[src/rtl/axi4_lite_reg_pkg.sv]
// Shared types for the AXI4-Lite register bank: response codes, address
// regions and the decoded register selector.
package axi4_lite_reg_pkg;

  localparam logic RESP_OKAY   = 1'b0;
  localparam logic RESP_SLVERR = 1'b1;

  localparam int IDX_W = 4;

  typedef logic [IDX_W-1:0] reg_index_t;

  typedef enum logic [1:0] {
    REG_CTRL,
    REG_STAT_LO,
    REG_STAT_HI,
    REG_NONE
  } reg_region_t;

  typedef struct packed {
    reg_region_t region;
    reg_index_t  index;
  } reg_decode_t;

  typedef enum logic {
    CH_IDLE,
    CH_DONE
  } chan_state_t;

endpackage

[src/rtl/axi4_lite_reg_decode.sv]
// Combinational byte-address to register-region decoder. Control words come
// first, then interleaved lo/hi word pairs of each status input.
module axi4_lite_reg_decode
  import axi4_lite_reg_pkg::*;
#(
  parameter int addr_width = 7,
  parameter int num_ctrl   = 4,
  parameter int num_stat   = 4
) (
  input  logic [addr_width-1:0] addr,
  output reg_decode_t           decode
);

  localparam logic [31:0] CTRL_END = 32'(num_ctrl);
  localparam logic [31:0] STAT_END = 32'(num_ctrl + 2 * num_stat);

  logic [31:0] word;
  logic [31:0] offset;
  logic        unused_addr_bits;

  assign unused_addr_bits = ^addr[1:0];

  always_comb begin
    word          = 32'(addr[addr_width-1:2]);
    offset        = word - CTRL_END;
    decode.region = REG_NONE;
    decode.index  = '0;
    if (word < CTRL_END) begin
      decode.region = REG_CTRL;
      decode.index  = reg_index_t'(word);
    end else if (word < STAT_END) begin
      // Even offsets are the low word of a pair, odd offsets the high word.
      decode.region = offset[0] ? REG_STAT_HI : REG_STAT_LO;
      decode.index  = reg_index_t'(offset >> 1);
    end
  end

endmodule

[src/rtl/axi4_lite_reg_bank.sv]
// Register bank behind the AXI4-Lite front end: RW control registers plus
// read-only 64-bit status inputs with a hi-word snapshot for coherent reads.
module axi4_lite_reg_bank
  import axi4_lite_reg_pkg::*;
#(
  parameter int addr_width = 7,
  parameter int num_ctrl   = 4,
  parameter int num_stat   = 4
) (
  input  logic                       clk,
  input  logic                       rst,
  input  logic                       write_req,
  input  logic [addr_width-1:0]      write_addr,
  input  logic [31:0]                write_value,
  input  logic [3:0]                 write_mask,
  output logic                       write_ready,
  output logic                       write_response,
  input  logic                       read_req,
  input  logic [addr_width-1:0]      read_addr,
  output logic                       read_ready,
  output logic                       read_response,
  output logic [31:0]                read_value,
  output logic [32*num_ctrl-1:0]     ctrl_out,
  output logic [num_ctrl-1:0]        ctrl_wr_pulse,
  input  logic [64*num_stat-1:0]     stat_in
);

  localparam int NS = (num_stat > 0) ? num_stat : 1;

  if (num_ctrl < 1 || num_ctrl > 16 || num_stat < 0 || num_stat > 16 ||
      4 * (num_ctrl + 2 * num_stat) > 2 ** addr_width) begin : g_param_err
    $error("axi4_lite_reg_bank: register map does not fit the parameters");
  end

  reg_decode_t wr_dec;
  reg_decode_t rd_dec;

  axi4_lite_reg_decode #(
    .addr_width(addr_width), .num_ctrl(num_ctrl), .num_stat(num_stat)
  ) u_wr_decode (
    .addr  (write_addr),
    .decode(wr_dec)
  );

  axi4_lite_reg_decode #(
    .addr_width(addr_width), .num_ctrl(num_ctrl), .num_stat(num_stat)
  ) u_rd_decode (
    .addr  (read_addr),
    .decode(rd_dec)
  );

  chan_state_t         wr_state_reg, wr_state_next;
  chan_state_t         rd_state_reg, rd_state_next;
  logic                rd_accept;
  logic                wr_resp_reg, wr_resp_next;
  logic                rd_resp_reg, rd_resp_next;
  logic [31:0]         rd_value_reg, rd_value_next;
  logic [num_ctrl-1:0] wr_pulse_reg, wr_pulse_next;
  logic [31:0]         ctrl_reg   [num_ctrl];
  logic [31:0]         shadow_reg [NS];

  // Write channel: a request seen in IDLE is committed on that same edge.
  always_comb begin
    wr_state_next = wr_state_reg;
    wr_resp_next  = wr_resp_reg;
    wr_pulse_next = '0;
    case (wr_state_reg)
      CH_IDLE: begin
        if (write_req) begin
          wr_state_next = CH_DONE;
          wr_resp_next  = (wr_dec.region == REG_CTRL) ? RESP_OKAY : RESP_SLVERR;
          for (int i = 0; i < num_ctrl; i++) begin
            if (wr_dec.region == REG_CTRL && wr_dec.index == reg_index_t'(i)) begin
              wr_pulse_next[i] = 1'b1;
            end
          end
        end
      end
      CH_DONE: wr_state_next = CH_IDLE;
      default: wr_state_next = CH_IDLE;
    endcase
  end

  always_ff @(posedge clk or posedge rst) begin
    if (rst) begin
      wr_state_reg <= CH_IDLE;
      wr_resp_reg  <= RESP_OKAY;
      wr_pulse_reg <= '0;
    end else begin
      wr_state_reg <= wr_state_next;
      wr_resp_reg  <= wr_resp_next;
      wr_pulse_reg <= wr_pulse_next;
    end
  end

  for (genvar gi = 0; gi < num_ctrl; gi++) begin : g_ctrl
    always_ff @(posedge clk or posedge rst) begin
      if (rst) begin
        ctrl_reg[gi] <= '0;
      end else if (wr_pulse_next[gi]) begin
        for (int b = 0; b < 4; b++) begin
          if (write_mask[b]) begin
            ctrl_reg[gi][8*b +: 8] <= write_value[8*b +: 8];
          end
        end
      end
    end
    assign ctrl_out[32*gi +: 32] = ctrl_reg[gi];
  end

  // Read channel: data is captured from pre-write register contents.
  always_comb begin
    rd_state_next = rd_state_reg;
    rd_resp_next  = rd_resp_reg;
    rd_value_next = rd_value_reg;
    rd_accept     = 1'b0;
    case (rd_state_reg)
      CH_IDLE: begin
        if (read_req) begin
          rd_state_next = CH_DONE;
          rd_accept     = 1'b1;
          rd_value_next = '0;
          rd_resp_next  = (rd_dec.region == REG_NONE) ? RESP_SLVERR : RESP_OKAY;
          for (int i = 0; i < num_ctrl; i++) begin
            if (rd_dec.region == REG_CTRL && rd_dec.index == reg_index_t'(i)) begin
              rd_value_next = ctrl_reg[i];
            end
          end
          for (int j = 0; j < num_stat; j++) begin
            if (rd_dec.index == reg_index_t'(j)) begin
              if (rd_dec.region == REG_STAT_LO) rd_value_next = stat_in[64*j +: 32];
              if (rd_dec.region == REG_STAT_HI) rd_value_next = shadow_reg[j];
            end
          end
        end
      end
      CH_DONE: rd_state_next = CH_IDLE;
      default: rd_state_next = CH_IDLE;
    endcase
  end

  always_ff @(posedge clk or posedge rst) begin
    if (rst) begin
      rd_state_reg <= CH_IDLE;
      rd_resp_reg  <= RESP_OKAY;
      rd_value_reg <= '0;
    end else begin
      rd_state_reg <= rd_state_next;
      rd_resp_reg  <= rd_resp_next;
      rd_value_reg <= rd_value_next;
    end
  end

  // Reading the low word freezes the high word so a lo-then-hi pair is coherent.
  for (genvar gj = 0; gj < num_stat; gj++) begin : g_shadow
    always_ff @(posedge clk or posedge rst) begin
      if (rst) begin
        shadow_reg[gj] <= '0;
      end else if (rd_accept && rd_dec.region == REG_STAT_LO &&
                   rd_dec.index == reg_index_t'(gj)) begin
        shadow_reg[gj] <= stat_in[64*gj+32 +: 32];
      end
    end
  end

  if (num_stat == 0) begin : g_no_stat
    assign shadow_reg[0] = '0;
  end

  assign write_ready    = (wr_state_reg == CH_DONE);
  assign write_response = wr_resp_reg;
  assign ctrl_wr_pulse  = wr_pulse_reg;
  assign read_ready     = (rd_state_reg == CH_DONE);
  assign read_response  = rd_resp_reg;
  assign read_value     = rd_value_reg;

endmodule

[config.mk]
export PLATFORM = sky130hd
export DESIGN_NAME = axi4_lite_reg_bank
export DESIGN_NICKNAME = d
export VERILOG_FILES = /design/src/rtl/axi4_lite_reg_pkg.sv /design/src/rtl/axi4_lite_reg_decode.sv /design/src/rtl/axi4_lite_reg_bank.sv
export SDC_FILE = /design/constraint.sdc
export NUM_CORES = 1
export LEC_CHECK = 0
export ABC_AREA = 0
export CORE_ASPECT_RATIO = 2
export CORE_UTILIZATION = 30
export DETAILED_ROUTE_END_ITERATION = 16
export GPL_TIMING_DRIVEN = 0
export PLACE_DENSITY_LB_ADDON = 0.3
export SYNTH_ARGS = -nofsm -noshare
export SYNTH_HDL_FRONTEND = slang
export SYNTH_SLANG_ARGS = --single-unit
[constraint.sdc]
create_clock -name clk -period 23.7 [get_ports clk]
set_input_delay 4.74 -clock clk [delete_from_list [all_inputs] [get_ports clk]]
set_output_delay 4.74 -clock clk [all_outputs]
set_load 0.1 [all_outputs]
==> run_results.csv, run 1 <==
group,metric,value,unit
clock_network,cts_buffers,29,
die,core_area,0.0484,mm2
drt,wl_per_cell,30.0,um
clock_network,cts-resized-gates,0,
clock_network,clock_sinks,296,
pwr,powerDensity,74.7,mW/mm2
global_routing,grt.total_usage,29.1,%
drt,drt_wl_total,72900,um
global_routing,grt_pass1_wl,100000,um
die,dieArea,0.0499,mm2
min_path,hp-class,"reg -> reg",
setup_path,r2r_slack,20870,ps
drt,via_count,13100,
placed_design,hpwl,57700,um
clock_network,clk_root_buffer_cell,"clkbuf_16",
pwr,sequentialPowerShare,38.6,%
sta,tightest_slew,1160,ps
synth,synth_area_per_cell,11.7,um2
global_routing,grt_max_degree,94,
pwr,p_leak,9.36,nW
drt,ant_nets,0,
die,boundaryPins,478,
sta,hold_viol_final,0,
clock_network,clk_pin_slew_worst_paths,60,ps
min_path,hold_depth,1,
min_path,hold_path_startpoint,"shadow_reg[46]",
sta,relSlewSlack,22.6,%
setup_path,crit_slowest_cell,"nor2_1",
clock_network,max-clock-path-buffers,3,
synth,synth_area,0.0147,mm2
cells_and_area,nets,2077,
synth,ys.flop_type,"dfrtp_1",
sta,post-route-period-util,34.3,%
setup_path,crit_fanout,10,
setup_path,timing.rr.end,"read_value[26]",
pwr,clkPwrFrac,28.1,%
sta,rsz0062_at_grt,"no",
clock_network,post-cts-setup-buffers,0,
pwr,p_int,0.966,mW
cells_and_area,drive_gt1_share,18.5,%
setup_path,cp-start-kind,"input pin",
setup_path,crit_type,"in -> reg",
sta,fin_crit,8120,ps
setup_path,crit_chain,"clkdlybuf4s50_1 > buf_4 > inv_1 > ha_1 > nor2b_1 > o22a_1 > nor2_1 > nor2_1 > nand2_1 > buf_4 > mux2_2",
flow_run,cap_violations,0,
synth,seq_area_frac_synth,50.4,%
clock_network,clkLatencyLatePin,590,ps
synth,synth_nets,1572,
pwr,total_power,1.58,mW
synth,synth.distinct_cells,58,
die,die_height,315,um
cells_and_area,syn_to_final_growth,44.1,%
setup_path,slowest_delay,760,ps
pwr,p_sw,0.616,mW
clock_network,ctsHoldBuffers,0,
setup_path,cp.required,24170,ps
sta,finalSetupViolCount,0,
sta,clock_skew,17.4,ps
pwr,combinationalPowerShare,33.2,%
setup_path,crit_arrival,8590,ps
pwr,worst_ir_drop_vdd,54.7,uV
placed_design,portBuffers,471,
drt,drtPass1Iterations,5,
synth,async_reset_ff_share,100,%
sta,tns,0,ps
sta,setup_slack,15580,ps
synth,yosys_warnings,0,
setup_path,end_kind,"flop",
placed_design,gp_congestion,0.884,
global_routing,grt_pass1_vias,13900,
pwr,power_switching_share,38.9,%
cells_and_area,nFillCells,4603,
setup_path,path_buf_inv,4,
drt,detail_route.iter0.violations,817,
setup_path,reg2regPathDepth,6,
placed_design,dp_slack,14920,ps
outcome,status,"completed",
min_path,hold_end,"shadow_reg[46]",
sta,slew_viol_final,0,
die,dieWidth,159,um
global_routing,antenna_found_initial,14,
synth,synth-edff-count,0,
synth,ys_ff_latch,296,
setup_path,critical_path.top_delay_family,"simple AND/OR/NAND/NOR gates",
drt,drt-vias-per-instance,5.39,
setup_path,r2r-start,"read_ready",
clock_network,cts_tree,"yes",
sta,max_freq,0.123,GHz
clock_network,h-tree-depth,1,
synth,synthCells,1261,
die,initial_utilization,30.4,%
global_routing,overflow,0,
die,num_rows,114,
drt,route.detailed.drc,0,
## cell families after synthesis
logic type      after synthesis  synth area share (%)
compound gates              270                  11.6
flops                       296                  50.4
buf+inv                      86                  2.83
mux                         367                  27.8
simple gates                241                  7.28
fa+ha+maj                     1                0.0851
## cell usage in the layout, fill, tap and decap left out, drive strengths merged, types with 2 or more instances in the layout
cell / Yosys / routed
clkdlybuf4s50: 0 / 471
dfrtp: 296 / 296
mux2: 290 / 290
nand2: 149 / 149
a21oi: 79 / 79
mux2i: 73 / 73
clkbuf: 24 / 66
o21ai: 63 / 63
buf: 55 / 58
o22ai: 41 / 41
nor2: 33 / 33
nand3: 29 / 29
a221o: 21 / 21
a31oi: 19 / 19
a221oi: 19 / 19
diode: 0 / 8
inv: 7 / 8
nor3: 7 / 7
clkinv: 0 / 6
nand2b: 5 / 5
o211ai: 5 / 5
mux4: 4 / 4
o221ai: 4 / 4
and3: 4 / 4
a211oi: 4 / 4
a21o: 3 / 3
nor3b: 3 / 3
a211o: 2 / 2
o22a: 2 / 2
nor4: 2 / 2
a22oi: 2 / 2
nand3b: 2 / 2
## worst register-to-register path, cell delays in order (launching register included)
cell,delay (ps)
dfrtp_1,400
nand2b_1,290
inv_1,190
clkbuf_1,680
clkbuf_1,740
nand3_1,220
o22ai_1,220
## synth_stat cells (5+ instances only)
cell type  instances  area share [%]
nor2_1            31            0.79
mux2i_1           73             5.0
a221oi_1          19             1.1
buf_2             41             1.4
clkbuf_1          24            0.61
a221o_1           21             1.4
o22ai_1           41             1.7
o21ai_0           59             2.0
o211ai_1           5            0.26
buf_4              9            0.46
dfrtp_1          296              50
a21oi_1           78             2.7
mux2_1            70             5.4
nor3_1             5            0.17
mux2_2           220              17
nand2b_1           5            0.21
a31oi_1           19            0.81
inv_1              6            0.15
nand2_1          148             3.8
nand3_1           28            0.95
## how the worst max path moves through the flow
| stage | end | cells past startpoint | start |
|---|---|---|---|
| 3_5_place_dp | shadow_reg[114] | 11 | read_addr[5] |
| 2_1_floorplan | ctrl_out[0] | 1 | rst |
| 5_1_grt | shadow_reg[111] | 11 | read_addr[5] |
| 4_1_cts | shadow_reg[114] | 11 | read_addr[4] |
| 6_report | shadow_reg[114] | 11 | read_addr[4] |
| 3_3_place_gp | ctrl_out[102] | 2 | rst |
## metrics by stage
step / instance area, um2 / util (%) / hold WS, ps / instances
floorplan: 14700 / - / 459 / 1261
global placement: 20200 / 41.8 / 468 / 2370
detailed placement: 20300 / 42.0 / 475 / 2373
CTS: 21200 / 43.8 / 493 / 2423
global route: 21200 / 43.8 / 498 / 2429
finish: 21200 / 43.8 / 488 / 2431
## routing by layer
layer / global-route usage [%] / wire length [um]
met2: 54.1 / 38700
met3: 6.49 / 5370
met4: 13.5 / 3590
met5: 0 / 90
met1: 30.2 / 25100
## power groups by stage
stage | sequential, mW | clock, mW | combinational (mW)
after global placement | 0.617 | 0 | 0.520
after detailed placement | 0.619 | 0 | 0.526
after floorplan | 0.831 | 0 | 0.119
final | 0.611 | 0.445 | 0.526
after CTS | 0.610 | 0.456 | 0.528
after global routing | 0.617 | 0.475 | 0.545
## area by class of cell
class,instances,area [um2],area share [%]
diodes,8,20.0,0.0945
plain buffers,79,389,1.84
clock buffers,42,805,3.80
clock inverters,8,50.0,0.236
inverters,7,33.8,0.160
multi-input cells,879,6880,32.5
flip-flops and latches,296,7410,35.0
well taps,638,798,3.77
repair buffers,474,4800,22.7
(Power assumes the default switching activity.)
==> inputs of run 2 (changes only) <==
Clock period 23.7 ns to 6.8 ns, I/O delays scaled along.
==> run 2 against run 1 <==
Net effect: utilization increased by 0.54 points; total power grew to 3.6 times the previous value; sequential share of layout area down 0.43 points; sequential power increased to 3.5 times the previous value; critical endpoint is now shadow_reg[111]; largest cell class unchanged; highest routed layer unchanged.
==> run_results.csv, run 2 (synthesized netlist as in run 1, its figures left out) <==
group,metric,value,unit
die,core_area,0.0484,mm2
clock_network,clkLatencyLatePin,590,ps
pwr,combinationalPowerShare,31.9,%
min_path,hold_path_startpoint,"shadow_reg[39]",
setup_path,r2r-start,"read_ready",
setup_path,crit_chain,"clkdlybuf4s50_1 > buf_4 > inv_1 > ha_1 > nor2b_1 > o22a_1 > nor2_1 > nor2_1 > nand2_1 > buf_4 > mux2_2",
setup_path,slowest_delay,820,ps
sta,rsz0062_at_grt,"no",
sta,clock_skew,11.2,ps
drt,detail_route.iter0.violations,917,
min_path,hold_end,"shadow_reg[39]",
min_path,hold_depth,1,
pwr,p_sw,2.17,mW
placed_design,dp_slack,1450,ps
pwr,clkPwrFrac,31.2,%
cells_and_area,multi_input_area,0.00688,mm2
drt,route.detailed.drc,0,
die,die_height,315,um
die,dieArea,0.0499,mm2
pwr,power_switching_share,37.7,%
sta,hold_viol_final,0,
clock_network,cts_tree,"yes",
sta,finalSetupViolCount,0,
setup_path,r2r_slack,4090,ps
clock_network,cts-resized-gates,0,
die,boundaryPins,478,
drt,via_count,13100,
drt,drt-vias-per-instance,5.35,
setup_path,cp.required,7270,ps
global_routing,grt_max_degree,41,
global_routing,grt_pass1_vias,14000,
placed_design,hpwl,57900,um
outcome,status,"completed",
cells_and_area,most-common-layout-cells,"clkdlybuf4s50_1 (471), dfrtp_1 (296), mux2_2 (220), nand2_1 (148), a21oi_1 (78)",
pwr,worst_ir_drop_vdd,208,uV
sta,slew_viol_final,0,
min_path,hp-class,"reg -> reg",
setup_path,crit_fanout,10,
clock_network,cts_buffers,30,
die,num_rows,114,
sta,setup_slack,2000,ps
pwr,p_int,3.58,mW
clock_network,ctsHoldBuffers,0,
sta,fin_crit,4800,ps
setup_path,reg2regPathDepth,6,
setup_path,crit_type,"in -> reg",
sta,relSlewSlack,23.6,%
clock_network,clock_sinks,296,
die,initial_utilization,30.4,%
clock_network,max-clock-path-buffers,3,
global_routing,antenna_found_initial,20,
drt,drtPass1Iterations,5,
clock_network,h-tree-depth,1,
setup_path,crit_arrival,5270,ps
setup_path,end_kind,"flop",
sta,max_freq,0.208,GHz
clock_network,clk_root_buffer_cell,"clkbuf_16",
pwr,total_power,5.75,mW
sta,hold_ws,488,ps
cells_and_area,register_area,0.00741,mm2
cells_and_area,syn_to_final_growth,45.8,%
clock_network,clk_pin_slew_worst_paths,70,ps
sta,post-route-period-util,70.6,%
cells_and_area,drive_gt1_share,19.2,%
setup_path,cp-start-kind,"input pin",
pwr,sequentialPowerShare,36.9,%
placed_design,portBuffers,471,
pwr,p_leak,9.47,nW
global_routing,grt_pass1_wl,101000,um
die,dieWidth,159,um
flow_run,cap_violations,0,
cells_and_area,nets,2083,
setup_path,timing.rr.end,"read_value[12]",
drt,drt_wl_total,73200,um
clock_network,post-cts-setup-buffers,0,
setup_path,crit_slowest_cell,"nor2_1",
placed_design,gp_congestion,0.891,
sta,tightest_slew,1140,ps
pwr,powerDensity,268,mW/mm2
global_routing,grt.total_usage,29.1,%
cells_and_area,final_common_cell,"clkdlybuf4s50_1",
drt,wl_per_cell,29.9,um
global_routing,overflow,0,
cells_and_area,nFillCells,4552,
drt,ant_nets,0,
-- run 2: cell types whose count changed in the layout (fill, tap and decap cells not counted), sizes merged --
cell | previous run | this run
clkbuf | 66 | 68
diode | 8 | 13
bufinv | 0 | 3
buf | 58 | 63
clkinv | 6 | 4
inv | 8 | 6
clkinvlp | 1 | 3
-- run 2: final cells by class --
cell class                      instances  area share [%]
Clock inverter                          9           0.584
Buffer                                 79            1.82
Tap cell                              638            3.72
Clock buffer                           44            4.22
Inverter                                7           0.140
Antenna cell                           13           0.152
Sequential cell                       296            34.6
Multi-Input combinational cell        879            32.1
Timing Repair Buffer                  479            22.7
-- run 2: through the flow --
step | setup TNS [ps] | cells | area (um2) | util, %
after floorplan | 0 | 1261 | 14700 | -
after global placement | -239510 | 2370 | 20200 | 41.8
after detailed placement | 0 | 2378 | 20400 | 42.1
after CTS | 0 | 2431 | 21400 | 44.3
after global routing | 0 | 2443 | 21400 | 44.3
final | 0 | 2444 | 21400 | 44.3
-- run 2: per-layer routing --
metal,part of all wire [%],track usage (%)
met1,35,30.5
met2,52,52.8
met3,6.9,6.58
met4,5.6,15.9
met5,0.18,0
-- run 2: critical path, delay by kind of cell --
family	cells	cell delay, ps
multiplexers	1	380
AND/OR/NAND/NOR	4	1580
buffers and inverters	4	1280
adder cells (fa/ha/maj)	1	360
AO/OA/AOI/OAI	1	300
-- run 2: worst max-delay path by stage --
stage	startpoint	end	depth (start not counted)	slack [ps]
final	read_addr[4]	shadow_reg[111]	11	2000
after global routing	read_addr[4]	shadow_reg[111]	11	1940
after CTS	read_addr[4]	shadow_reg[111]	11	2050
after detailed placement	read_addr[4]	shadow_reg[111]	11	1450
after global placement	rst	ctrl_out[92]	2	-870
after floorplan	rst	ctrl_out[0]	1	1510
-- run 2: power by group through the flow --
stage / combinational (mW) / clock (mW) / sequential, mW
after floorplan: 0.414 / 0 / 2.90
after global placement: 1.81 / 0 / 2.14
after detailed placement: 1.84 / 0 / 2.15
after CTS: 1.84 / 1.82 / 2.12
after global routing: 1.91 / 1.88 / 2.14
final: 1.84 / 1.79 / 2.12
